<file path="src/rtl/seq_0101_pkg.sv">
// Shared types and constants for the 0101 serial pattern detectors.
package seq_0101_pkg;

    localparam logic [3:0] PATTERN = 4'b0101;

    typedef enum logic [1:0] {
        M0,
        M1,
        M2,
        M3
    } mealy_state_t;

    typedef enum logic [2:0] {
        S0,
        S1,
        S2,
        S3,
        S4
    } moore_state_t;

    // Unknown input bits steer the FSMs as if they were 0.
    function automatic logic known_bit(input logic b);
        case (b)
            1'b1:    return 1'b1;
            default: return 1'b0;
        endcase
    endfunction

endpackage

</file>
<file path="src/rtl/mealy_0101.sv">
// Mealy detector for 0101: flag is raised combinationally on the completing bit.
module mealy_0101
    import seq_0101_pkg::*;
#(
    parameter int OVERLAP = 1
) (
    output logic y,
    input  logic x,
    input  logic clk,
    input  logic reset
);

    mealy_state_t r_state;
    mealy_state_t w_next;
    logic         w_x;

    always_ff @(posedge clk or posedge reset) begin
        if (reset) begin
            r_state <= M0;
        end else begin
            r_state <= w_next;
        end
    end

    always_comb begin
        w_x    = known_bit(x);
        w_next = r_state;
        y      = 1'b0;
        case (r_state)
            M0: w_next = w_x ? M0 : M1;
            M1: w_next = w_x ? M2 : M1;
            M2: w_next = w_x ? M0 : M3;
            M3: begin
                if (w_x) begin
                    w_next = (OVERLAP != 0) ? M2 : M0;
                    y      = ~reset;
                end else begin
                    w_next = M1;
                end
            end
            default: w_next = M0;
        endcase
    end

endmodule

</file>
<file path="src/rtl/moore_0101.sv">
// Moore detector for 0101: flag is a decode of the registered "detected" state.
module moore_0101
    import seq_0101_pkg::*;
#(
    parameter int OVERLAP = 1
) (
    output logic y,
    input  logic x,
    input  logic clk,
    input  logic reset
);

    moore_state_t r_state;
    moore_state_t w_next;
    logic         w_x;

    always_ff @(posedge clk or posedge reset) begin
        if (reset) begin
            r_state <= S0;
        end else begin
            r_state <= w_next;
        end
    end

    always_comb begin
        w_x    = known_bit(x);
        w_next = r_state;
        case (r_state)
            S0: w_next = w_x ? S0 : S1;
            S1: w_next = w_x ? S2 : S1;
            S2: w_next = w_x ? S0 : S3;
            S3: w_next = w_x ? S4 : S1;
            // With overlap the trailing "01" of a match is reused as progress.
            S4: begin
                if (w_x) begin
                    w_next = S0;
                end else begin
                    w_next = (OVERLAP != 0) ? S3 : S1;
                end
            end
            default: w_next = S0;
        endcase
    end

    always_comb begin
        y = (r_state == S4);
    end

endmodule

</file>
<file path="src/rtl/seq_detector_0101.sv">
// 0101 detector top: Mealy and Moore FSMs on a shared input plus a saturating match counter.
module seq_detector_0101
    import seq_0101_pkg::*;
#(
    parameter int OVERLAP = 1,
    parameter int CNT_W   = 8
) (
    input  logic             clk,
    input  logic             reset,
    input  logic             x,
    output logic             y_mealy,
    output logic             y_moore,
    output logic [CNT_W-1:0] match_cnt
);

    localparam logic [CNT_W-1:0] CNT_ONE = CNT_W'(1);

    logic             w_y_mealy;
    logic             w_y_moore;
    logic [CNT_W-1:0] r_cnt;

    mealy_0101 #(
        .OVERLAP(OVERLAP)
    ) u_mealy (
        .y    (w_y_mealy),
        .x    (x),
        .clk  (clk),
        .reset(reset)
    );

    moore_0101 #(
        .OVERLAP(OVERLAP)
    ) u_moore (
        .y    (w_y_moore),
        .x    (x),
        .clk  (clk),
        .reset(reset)
    );

    always_ff @(posedge clk or posedge reset) begin
        if (reset) begin
            r_cnt <= '0;
        end else if (w_y_mealy && (r_cnt != '1)) begin
            r_cnt <= r_cnt + CNT_ONE;
        end
    end

    always_comb begin
        y_mealy   = w_y_mealy;
        y_moore   = w_y_moore;
        match_cnt = r_cnt;
    end

endmodule

</file>
<file path="config.mk">
export PLATFORM = sky130hd
export DESIGN_NAME = seq_detector_0101
export DESIGN_NICKNAME = d
export VERILOG_FILES = /design/src/rtl/seq_0101_pkg.sv /design/src/rtl/mealy_0101.sv /design/src/rtl/moore_0101.sv /design/src/rtl/seq_detector_0101.sv
export SDC_FILE = /design/constraint.sdc
export NUM_CORES = 1
export LEC_CHECK = 0
export ABC_AREA = 0
export ABC_CLOCK_PERIOD_IN_PS = 3750
export CAP_MARGIN = 40
export CORE_MARGIN = 5
export CORE_UTILIZATION = 45
export CTS_BUF_LIST = sky130_fd_sc_hd__clkbuf_4 sky130_fd_sc_hd__clkbuf_8
export DETAILED_ROUTE_END_ITERATION = 8
export PLACE_DENSITY = 0.72
export SLEW_MARGIN = 20
export SYNTH_ARGS = -nofsm -noshare
export SYNTH_HDL_FRONTEND = slang
export SYNTH_SLANG_ARGS = --single-unit
</file>
<file path="constraint.sdc">
create_clock -name clk -period 3.75 [get_ports clk]
set_input_delay 0.375 -clock clk [delete_from_list [all_inputs] [get_ports clk]]
set_output_delay 0.375 -clock clk [all_outputs]
set_load 0.01 [all_outputs]
</file>
======== Word-level counts from Yosys, hierarchy flattened ========
Cells that the tools add are included.
storage, ports and cells
  bits in registers ....................... 13
  bits of input ports ..................... 3
  output and inout port bits .............. 10
cells by class
  $add $sub $neg .......................... 1
  equality and inequality tests ........... 8
  multiplexer cells ....................... 12
  bitwise logic cells ..................... 1
  reductions and logical operators ........ 5
operators by type and width
  operator                                                                count
  3-bit one-hot mux with 4 select lines                                   1
  8-bit by 1-bit adder with 8-bit output (second input constant)          1
  2-bit 2-to-1 mux                                                        4
  8-bit != test (second input constant)                                   1
  3-bit by 2-bit equality test with 1-bit output (second input constant)  2
  2-bit one-hot mux with 3 select lines                                   1
  1-bit 2-to-1 mux                                                        5
  2-bit equality test (second input constant)                             2
  2-bit OR reduction                                                      2
  3-bit by 1-bit equality test with 1-bit output (second input constant)  1
  3-bit equality test (second input constant)                             1
  3-bit zero test                                                         1
  3-bit 2-to-1 mux                                                        1
  2-bit by 1-bit equality test with 1-bit output (second input constant)  1
  2-bit zero test                                                         1
  1-bit logical AND                                                       1
  1-bit NOT                                                               1

======== Longest topological paths before layout ========
Gate-level depths: netlist of run 1.
  depth after elaboration ................. 4
  mapped depth ............................ 5
  mapped depth without buffers ............ 5

======== Hierarchy ========
A second synthesis of run 1 with hierarchy kept.
unflattened totals
  cell total of the unflattened synthesis .. 59
  area total of the unflattened synthesis .. 636.9 um^2
by module, submodules not included
  module             instances  cells each  area each (um^2)  seq. area each (um^2)
  seq_detector_0101  1          38          419.2             200.2
  moore_0101         1          13          130.1             75.1
  mealy_0101         1          8           87.6              50.0

======== Least setup slack after synthesis of run 1 ========
OpenSTA, ideal clock, no wires.
  path kind ............................... reg-to-reg
  from .................................... register r_cnt[0], in the netlist match_cnt[0]
  to ...................................... register r_cnt[1], in the netlist match_cnt[1]
  arrival ................................. 1.343 ns
  required time ........................... 3.625 ns
  slack ................................... 2.282 ns
  stages on the path, launching flop included .. 5
  path buffers ............................ 0
  period minus slack after synthesis ...... 1.468 ns
  cell sequence ........................... dfrtp_1 -> ha_1 -> nand3_1 -> o21ai_2 -> mux2_2
between the ends
  word-level cells in the longest chain between the ends .. 2
  elaborated cells between the ends (all ways) .. 3
  classes of those cells .................. add/sub (1); eq/ne (1); reduce/logical (1)
ends and longest elaborated chain
  element                                                                                         RTL line                 text
  from (decl)                                                                                     seq_detector_0101.sv:20  logic [CNT_W-1:0] r_cnt;
  from (signal assigned)                                                                          seq_detector_0101.sv:44  r_cnt <= r_cnt + CNT_ONE;
  parallel branches: the longest is 2 deep, another holds 8-bit by 1-bit adder with 8-bit output  -
Parallel ways; which one is timed is not known.
A chain may end at the register's enable or synchronous reset.

======== Final worst setup path of run 1 ========
  from .................................... input port x
  to ...................................... output port y_mealy
between the ends
  word-level cells in the longest chain between the ends .. 3
ends and longest elaborated chain
  element           RTL line                 text
  from (decl)       seq_detector_0101.sv:10  input logic x,
  1-bit 2-to-1 mux  seq_0101_pkg.sv:23       case (b)
  1-bit 2-to-1 mux  mealy_0101.sv:34         if (w_x) begin
  1-bit 2-to-1 mux  mealy_0101.sv:29         case (r_state)
  to (decl)         seq_detector_0101.sv:11  output logic y_mealy,
Every way passes these cells.

==> results.yml, run 1 <==
run_status:
  status: "completed"
route:
  drt_wl_total_um: 1060
  antenna_left: 0
  vias: 467
  post-route-drc-count: 0
  wl_per_cell_um: 12.1
  firstDrtPassIters: 4
  avgViaCountPerCell: 5.31
  drtIter0Drc: 13
yosys:
  async_reset_ff_share_pct: 100
  synthFlopType: "dfrtp_1"
  synth_area_sq_um: 621
  synth.distinct_cells: 24
  synth_warnings: 0
  syn_inst: 58
  ys_seq_elements: 13
  syn-mean-instance-area_sq_um: 10.7
  ys_seq_area_share_pct: 52.4
  synth_edf_count: 0
  syn_nets: 62
setup_path:
  worstPathArrival_ns: 1.94
  path_class: "in -> out"
  cp_slowest_cell: "clkdlybuf4s50_1"
  critPathMaxStageDelay_ns: 0.60
  critPathMaxFanout: 7
  cp_common_cell: "clkdlybuf4s50_1"
  critPathLaunchType: "primary input"
  cp-end-kind: "output port"
  required_ns: 3.38
  crit_chain: "clkdlybuf4s50_1 -> and4b_1 -> clkdlybuf4s50_1"
placement:
  dp_slack_ns: 1.43
  io_buffers: 12
  placedInstanceArea_sq_um: 748
  dp_hpwl_um: 825
  gp_congestion: 0.711
worst_hold_path:
  holdCritPathClass: "in -> async"
cells_and_area:
  fin_area_sq_um: 778
  final_cell_mix: "13 x dfrtp_1, 12 x clkdlybuf4s50_1, 6 x nand2_1, 6 x nor2_1, 5 x inv_1"
  drive_gt1_share_pct: 12.3
  antenna_cells: 0
  multi_input_area_sq_um: 265
  area_delta_synth_final_pct: 25.4
  ff_latch_area_sq_um: 325
  fillers: 121
  final_common_cell: "dfrtp_1"
  final_nets: 78
die:
  fp-row-count: 13
  coreArea_sq_um: 1300
  die-area_sq_um: 2220
  die_h_um: 47.1
  initial_utilization_pct: 47.7
  ios: 13
  dieWidth_um: 47.1
timing:
  fin_tns_setup_ns: 0
  relSlewSlack_pct: 68.8
  worstMarginPinSlew_ns: 0.468
  hold_viol: 0
  rsz0062_at_grt: "false"
  fin_skew_ns: 0.00119
  layout_setup_ws_ns: 1.44
  fmax_ghz: 0.432
  min_period_ns: 2.31
  setup_violations: 0
  final_max_slew_viol_count: 0
  finalCritPeriodShare_pct: 61.7
cts:
  cts.clk_slew.worst_paths_ns: 0.08
  cts_setup_buffers: 0
  ctsHoldBuffers: 0
  clkSinkCount: 13
  cts.path.max_buffers: 2
  cts-root-buf: "clkbuf_4"
  clkLatencyLatePin_ns: 0.27
  cts-resized-gates: 0
  htree_num_levels: 1
  cts_tree: "yes"
  cts_buffers: 3
global_routing:
  grt_max_degree: 14
  grt_pass1_wl_um: 1840
  grt_pass1_vias: 427
  grtUsageTotal_pct: 11.8
  antenna_found_initial: 0
  grt-ovfl-total: 0
pwr:
  peakVddDrop_uv: 292
  leakage_nw: 0.347
  cellPowerDensity_nw_per_um2: 480
run:
  max_cap_viol_count: 0
## worst paths after layout
kind | from | end | slack, ns | depth (start not counted)
worst min-delay path | reset | u_mealy.r_state[0] | 0.43 | 2
min in group clk | u_mealy.r_state[0] | u_mealy.r_state[1] | 0.52 | 2
worst max-delay path | x | y_mealy | 1.44 | 3
worst max register to register | match_cnt[0] | match_cnt[1] | 2.22 | 4
max in group asynchronous | reset | match_cnt[7] | 3.00 | 2
worst min register to register | u_mealy.r_state[0] | u_mealy.r_state[1] | 0.52 | 2
## metrics by stage
| stage | hold slack, ns | instances | power, mW | utilization [%] |
|---|---|---|---|---|
| after floorplan | 0.252 | 58 | 0.237 | - |
| after global placement | 0.480 | 84 | 0.283 | 57.5 |
| after detailed placement | 0.503 | 84 | 0.287 | 57.5 |
| after CTS | 0.451 | 88 | 0.380 | 59.8 |
| after global routing | 0.454 | 88 | 0.399 | 59.8 |
| final | 0.429 | 88 | 0.373 | 59.8 |
## worst max-delay path, delay by kind of cell
family	cells	cell delay [ns]
and+or+nand+nor	1	0.40
buffers and inverters	2	1.17
## layout make-up
type	count	share of cell area (%)
clock buffer	4	3.86
sequential	13	41.8
inverter	5	2.41
tap	15	2.41
multi-input combinational	39	34.1
timing repair buffer	12	15.4
## metal layers
layer	vias up	share of wire, %	track usage (%)
li1	229	-	-
met4	0	0	4.97
met2	16	46	17.6
met1	222	46	16.4
met5	-	0	0
met3	0	7.4	2.68
## state kept, by name, indices dropped and copies added (netlist names)
signal and flops:
u_mealy.r_state 2, u_moore.r_state 3, match_cnt 8
## cell usage after synthesis (2+ instances only)
master    n  area [sq um]
nand4_1   2          12.5
inv_1     5          18.8
xor2_1    2          17.5
nand2_1   6          22.5
dfrtp_1  13           325
xnor2_1   2          17.5
nand3_1   2          10.0
mux2_1    2          22.5
nor2_1    6          22.5
a21oi_1   2          10.0
o21ai_0   3          15.0
## report_power, final
group / leakage (nW) / internal [mW] / switching (mW)
combinational: 0.163 / 0.0511 / 0.0367
sequential: 0.165 / 0.160 / 0.0341
clock: 0.0184 / 0.0484 / 0.0431
## cell families (layout without fill, tap and decap cells)
group / Yosys count / after routing / share of synthesized area, %
compound gates: 8 / 8 / 8.06
simple gates: 22 / 22 / 20.0
xor+xnor: 4 / 4 / 5.65
fa+ha+maj: 1 / 1 / 2.02
flops: 13 / 13 / 52.4
buf+inv: 6 / 21 / 4.84
mux: 4 / 4 / 7.06
No activity file was read; power rests on OpenSTA's default activity.
==> run 2, diff against run 1 <==
ABC_CLOCK_PERIOD_IN_PS = 2000   (was 3750)
PLACE_DENSITY = 0.75   (was 0.72)
clock period = 2 ns   (was 3.75 ns; I/O delays follow)
==> run 2 against run 1 <==
Against the previous run: routed wire length increased by 8.3%; largest cell class unchanged; hold slack worse by 0.17 ns; non-clock buffer count up 2; via count up 1.9%; critical path depth did not move; die area is the same; largest power group unchanged; worst setup slack lost 1.3 ns; sequential share of layout area is 0.79 points lower; clock power rose by 91%; combinational power is 90% higher.
==> results.yml, run 2 (synthesis results as in run 1) <==
timing:
  fin_tns_setup_ns: 0
  rsz0062_at_grt: "false"
  worstMarginPinSlew_ns: 0.496
  hold_viol: 0
  min_period_ns: 1.82
  relSlewSlack_pct: 66.9
  finalCritPeriodShare_pct: 91.2
  fmax_ghz: 0.548
  setup_violations: 0
  final_max_slew_viol_count: 0
  fin_skew_ns: 0.00414
setup_path:
  critPathMaxStageDelay_ns: 0.54
  critPathLaunchType: "flip-flop"
  cp-end-kind: "output port"
  r2r_setup_slack_ns: 0.46
  rr_endpoint: "match_cnt[1]"
  rr_startpoint: "match_cnt[0]"
  crit_chain: "or2_2 -> nor2_1 -> clkdlybuf4s50_1"
  critPathMaxFanout: 3
  worstPathArrival_ns: 1.62
  reg2reg_depth: 4
  startpoint: "u_moore.r_state[0]"
  path_class: "reg -> out"
  required_ns: 1.80
  cp_slowest_cell: "clkdlybuf4s50_1"
run:
  max_cap_viol_count: 0
cells_and_area:
  final_nets: 80
  antenna_cells: 0
  largest_reg_flops: 8
  final_cell_mix: "13 x dfrtp_1, 12 x clkdlybuf4s50_1, 6 x nand2_1, 6 x nor2_1, 5 x inv_1"
  area_delta_synth_final_pct: 27.8
  drive_gt1_share_pct: 14.7
  final_common_cell: "dfrtp_1"
global_routing:
  grt-ovfl-total: 0
  grt_max_degree: 14
  grtUsageTotal_pct: 12.6
  antenna_found_initial: 0
  grt_pass1_wl_um: 1930
  grt_pass1_vias: 439
pwr:
  peakVddDrop_uv: 538
  p_int_mw: 0.488
  p_switching_mw: 0.219
  sw_frac_of_total_pct: 30.9
  leakage_nw: 0.357
  clockPowerShare_pct: 24.7
  seq_power_share_pct: 51.6
  cellPowerDensity_nw_per_um2: 891
  power_frac_comb_pct: 23.7
  total_power_mw: 0.707
worst_hold_path:
  holdCritPathClass: "in -> async"
run_status:
  status: "completed"
cts:
  cts.path.max_buffers: 2
  ctsHoldBuffers: 0
  cts.clk_slew.worst_paths_ns: 0.08
  clkLatencyLatePin_ns: 0.27
  cts_setup_buffers: 0
  clkSinkCount: 13
  cts-resized-gates: 0
  htree_num_levels: 1
  cts-root-buf: "clkbuf_4"
  cts_tree: "yes"
  cts_buffers: 3
die:
  die_h_um: 47.1
  fp-row-count: 13
  initial_utilization_pct: 47.7
  dieWidth_um: 47.1
  ios: 13
  die-area_sq_um: 2220
  coreArea_sq_um: 1300
route:
  drtIter0Drc: 11
  wl_per_cell_um: 12.8
  firstDrtPassIters: 4
  avgViaCountPerCell: 5.29
  antenna_left: 0
  post-route-drc-count: 0
  vias: 476
  drt_wl_total_um: 1150
placement:
  gp_congestion: 0.788
  dp_hpwl_um: 905
  io_buffers: 12
-- run 2: power groups by stage --
stage               registers (mW)  logic, mW  clock network, mW
global route                 0.374      0.187              0.196
CTS                          0.365      0.170              0.181
finish                       0.365      0.167              0.175
global placement             0.368      0.164                  0
floorplan                    0.375     0.0697                  0
detailed placement           0.370      0.170                  0
-- run 2: per-stage QoR --
| stage | setup WS [ns] | instance area (sq um) | std cells | hold slack (ns) | utilization [%] |
|---|---|---|---|---|---|
| after floorplan | 0.532 | 621 | 58 | 0.0770 | - |
| after global routing | 0.0816 | 793 | 90 | 0.301 | 61.0 |
| after CTS | 0.162 | 793 | 90 | 0.279 | 61.0 |
| after global placement | 0.224 | 763 | 86 | 0.476 | 58.7 |
| after detailed placement | 0.215 | 763 | 86 | 0.509 | 58.7 |
| final | 0.176 | 793 | 90 | 0.264 | 61.0 |
-- run 2: worst max path at each step --
stage	end	slack, ns	depth (start not counted)
after floorplan	match_cnt[1]	0.53	4
after global placement	y_mealy	0.22	3
after detailed placement	y_mealy	0.22	3
after CTS	y_moore	0.16	3
after global routing	y_moore	0.08	3
final	y_moore	0.18	3
-- run 2: routing by layer --
layer	share of wire, %	global-route usage (%)	up-vias
li1	-	-	230
met1	42	15.4	227
met2	50	21.1	17
met3	7.0	2.30	2
met4	0.61	6.63	0
met5	0	0	-
-- run 2: final cells by class --
type	count	area (sq um)
fillers	127	508
inverters	5	18.8
repair buffers	14	135
flip-flops and latches	13	325
clock buffers	4	30.0
multi-input cells	39	265
well taps	15	18.8
-- run 2: critical path, delay by kind of cell, from the launching register on --
family        cells  cell delay, ns
buf+inv           1            0.54
simple gates      2            0.40
flops             1            0.41
==> run 3, diff against run 2 <==
CTS_CLUSTER_SIZE = 30   (was default)
PLACE_DENSITY = default   (was 0.75)
PLACE_DENSITY_LB_ADDON = 0.15   (was default)
==> run 3 against run 2 <==
Against the previous run: critical path type unchanged; maximum frequency increased by 0.30%; clock power decreased by 2%; total power decreased by 0.44%; clock skew down 0.0024 ns; via count grew 1.1%.
==> results.yml, run 3 (synthesis results as in run 1) <==
route:
  drt_wl_total_um: 1130
  wl_per_cell_um: 12.5
  vias: 481
  firstDrtPassIters: 4
  avgViaCountPerCell: 5.34
  antenna_left: 0
  post-route-drc-count: 0
  drtIter0Drc: 15
run:
  max_cap_viol_count: 0
pwr:
  leakage_nw: 0.357
  peakVddDrop_uv: 528
  total_power_mw: 0.704
  cellPowerDensity_nw_per_um2: 887
cells_and_area:
  ff_latch_area_sq_um: 325
  area_delta_synth_final_pct: 27.8
  final_cell_mix: "13 x dfrtp_1, 12 x clkdlybuf4s50_1, 6 x nand2_1, 6 x nor2_1, 5 x inv_1"
  utilization_pct: 61.0
  largest_reg_flops: 8
  antenna_cells: 0
  fillers: 122
  final_common_cell: "dfrtp_1"
  drive_gt1_share_pct: 14.7
  final_nets: 80
  multi_input_area_sq_um: 265
timing:
  layout_setup_ws_ns: 0.182
  fin_tns_setup_ns: 0
  hold_viol: 0
  rsz0062_at_grt: "false"
  min_period_ns: 1.82
  fmax_ghz: 0.550
  finalCritPeriodShare_pct: 90.9
  setup_violations: 0
  relSlewSlack_pct: 68.1
  fin_skew_ns: 0.00175
  final_max_slew_viol_count: 0
  hold_slack_ns: 0.279
  worstMarginPinSlew_ns: 0.478
die:
  fp-row-count: 13
  ios: 13
  die-area_sq_um: 2220
  dieWidth_um: 47.1
  initial_utilization_pct: 47.7
  coreArea_sq_um: 1300
  die_h_um: 47.1
setup_path:
  path_class: "reg -> out"
  critPathLaunchType: "flip-flop"
  cp-end-kind: "output port"
  worstPathArrival_ns: 1.62
  critPathMaxFanout: 4
  required_ns: 1.80
cts:
  cts_buffers: 3
  cts_tree: "yes"
  cts.clk_slew.worst_paths_ns: 0.08
  cts-resized-gates: 0
  cts-root-buf: "clkbuf_4"
  clkLatencyLatePin_ns: 0.27
  cts.path.max_buffers: 2
  clkSinkCount: 13
  ctsHoldBuffers: 0
  cts_setup_buffers: 0
  htree_num_levels: 1
global_routing:
  grt_max_degree: 14
  grt_pass1_wl_um: 1990
  grtUsageTotal_pct: 12.8
  grt_pass1_vias: 476
  antenna_found_initial: 0
  grt-ovfl-total: 0
placement:
  gp_congestion: 0.750
  dp_hpwl_um: 901
  dp_slack_ns: 0.293
  io_buffers: 12
worst_hold_path:
  holdCritPathClass: "in -> async"
run_status:
  status: "completed"
[run 3: cell counts in the layout (fill, tap and decap cells not counted)]
Identical to the previous run, type by type.
[run 3: layout make-up]
type / instances / area share [%]
Clock buffer: 4 / 3.79
Inverter: 5 / 2.37
Multi-Input combinational cell: 39 / 33.4
Sequential cell: 13 / 41.0
Tap cell: 15 / 2.37
Timing Repair Buffer: 14 / 17.0
[run 3: critical path: stages (launching register included)]
cell	delay [ns]
dfrtp_1	0.42
or2_2	0.30
nor2_1	0.09
clkdlybuf4s50_1	0.54
[run 3: worst paths after layout]
| kind | slack, ns | start | to | cells after the start |
|---|---|---|---|---|
| setup reg to reg | 0.47 | match_cnt[0] | match_cnt[1] | 4 |
| hold / removal | 0.28 | reset | u_mealy.r_state[0] | 2 |
| setup / recovery | 0.18 | u_moore.r_state[1] | y_moore | 3 |
| hold reg to reg | 0.50 | u_moore.r_state[0] | u_moore.r_state[1] | 1 |
| max in group asynchronous | 1.40 | reset | u_moore.r_state[2] | 2 |
| min in group clk | 0.50 | u_moore.r_state[0] | u_moore.r_state[1] | 1 |
[run 3: report_power, final]
group	total [mW]	internal (mW)	switching, mW
clock	0.171	0.0907	0.0805
sequential	0.364	0.300	0.0642
combinational	0.168	0.0978	0.0706
[run 3: routing by layer]
layer / part of all wire [%] / wire length (um) / up-vias / GRT usage, %
met5: 0 / 0 / - / 0
met4: 0.36 / 4 / 0 / 6.63
met3: 4.6 / 52 / 2 / 2.30
met2: 51 / 575 / 9 / 22.2
met1: 44 / 493 / 239 / 14.9
li1: - / - / 231 / -
[run 3: per-stage QoR]
stage / instance area (sq um) / instances
after floorplan: 621 / 58
after global placement: 763 / 86
after detailed placement: 763 / 86
after CTS: 793 / 90
after global routing: 793 / 90
final: 793 / 90
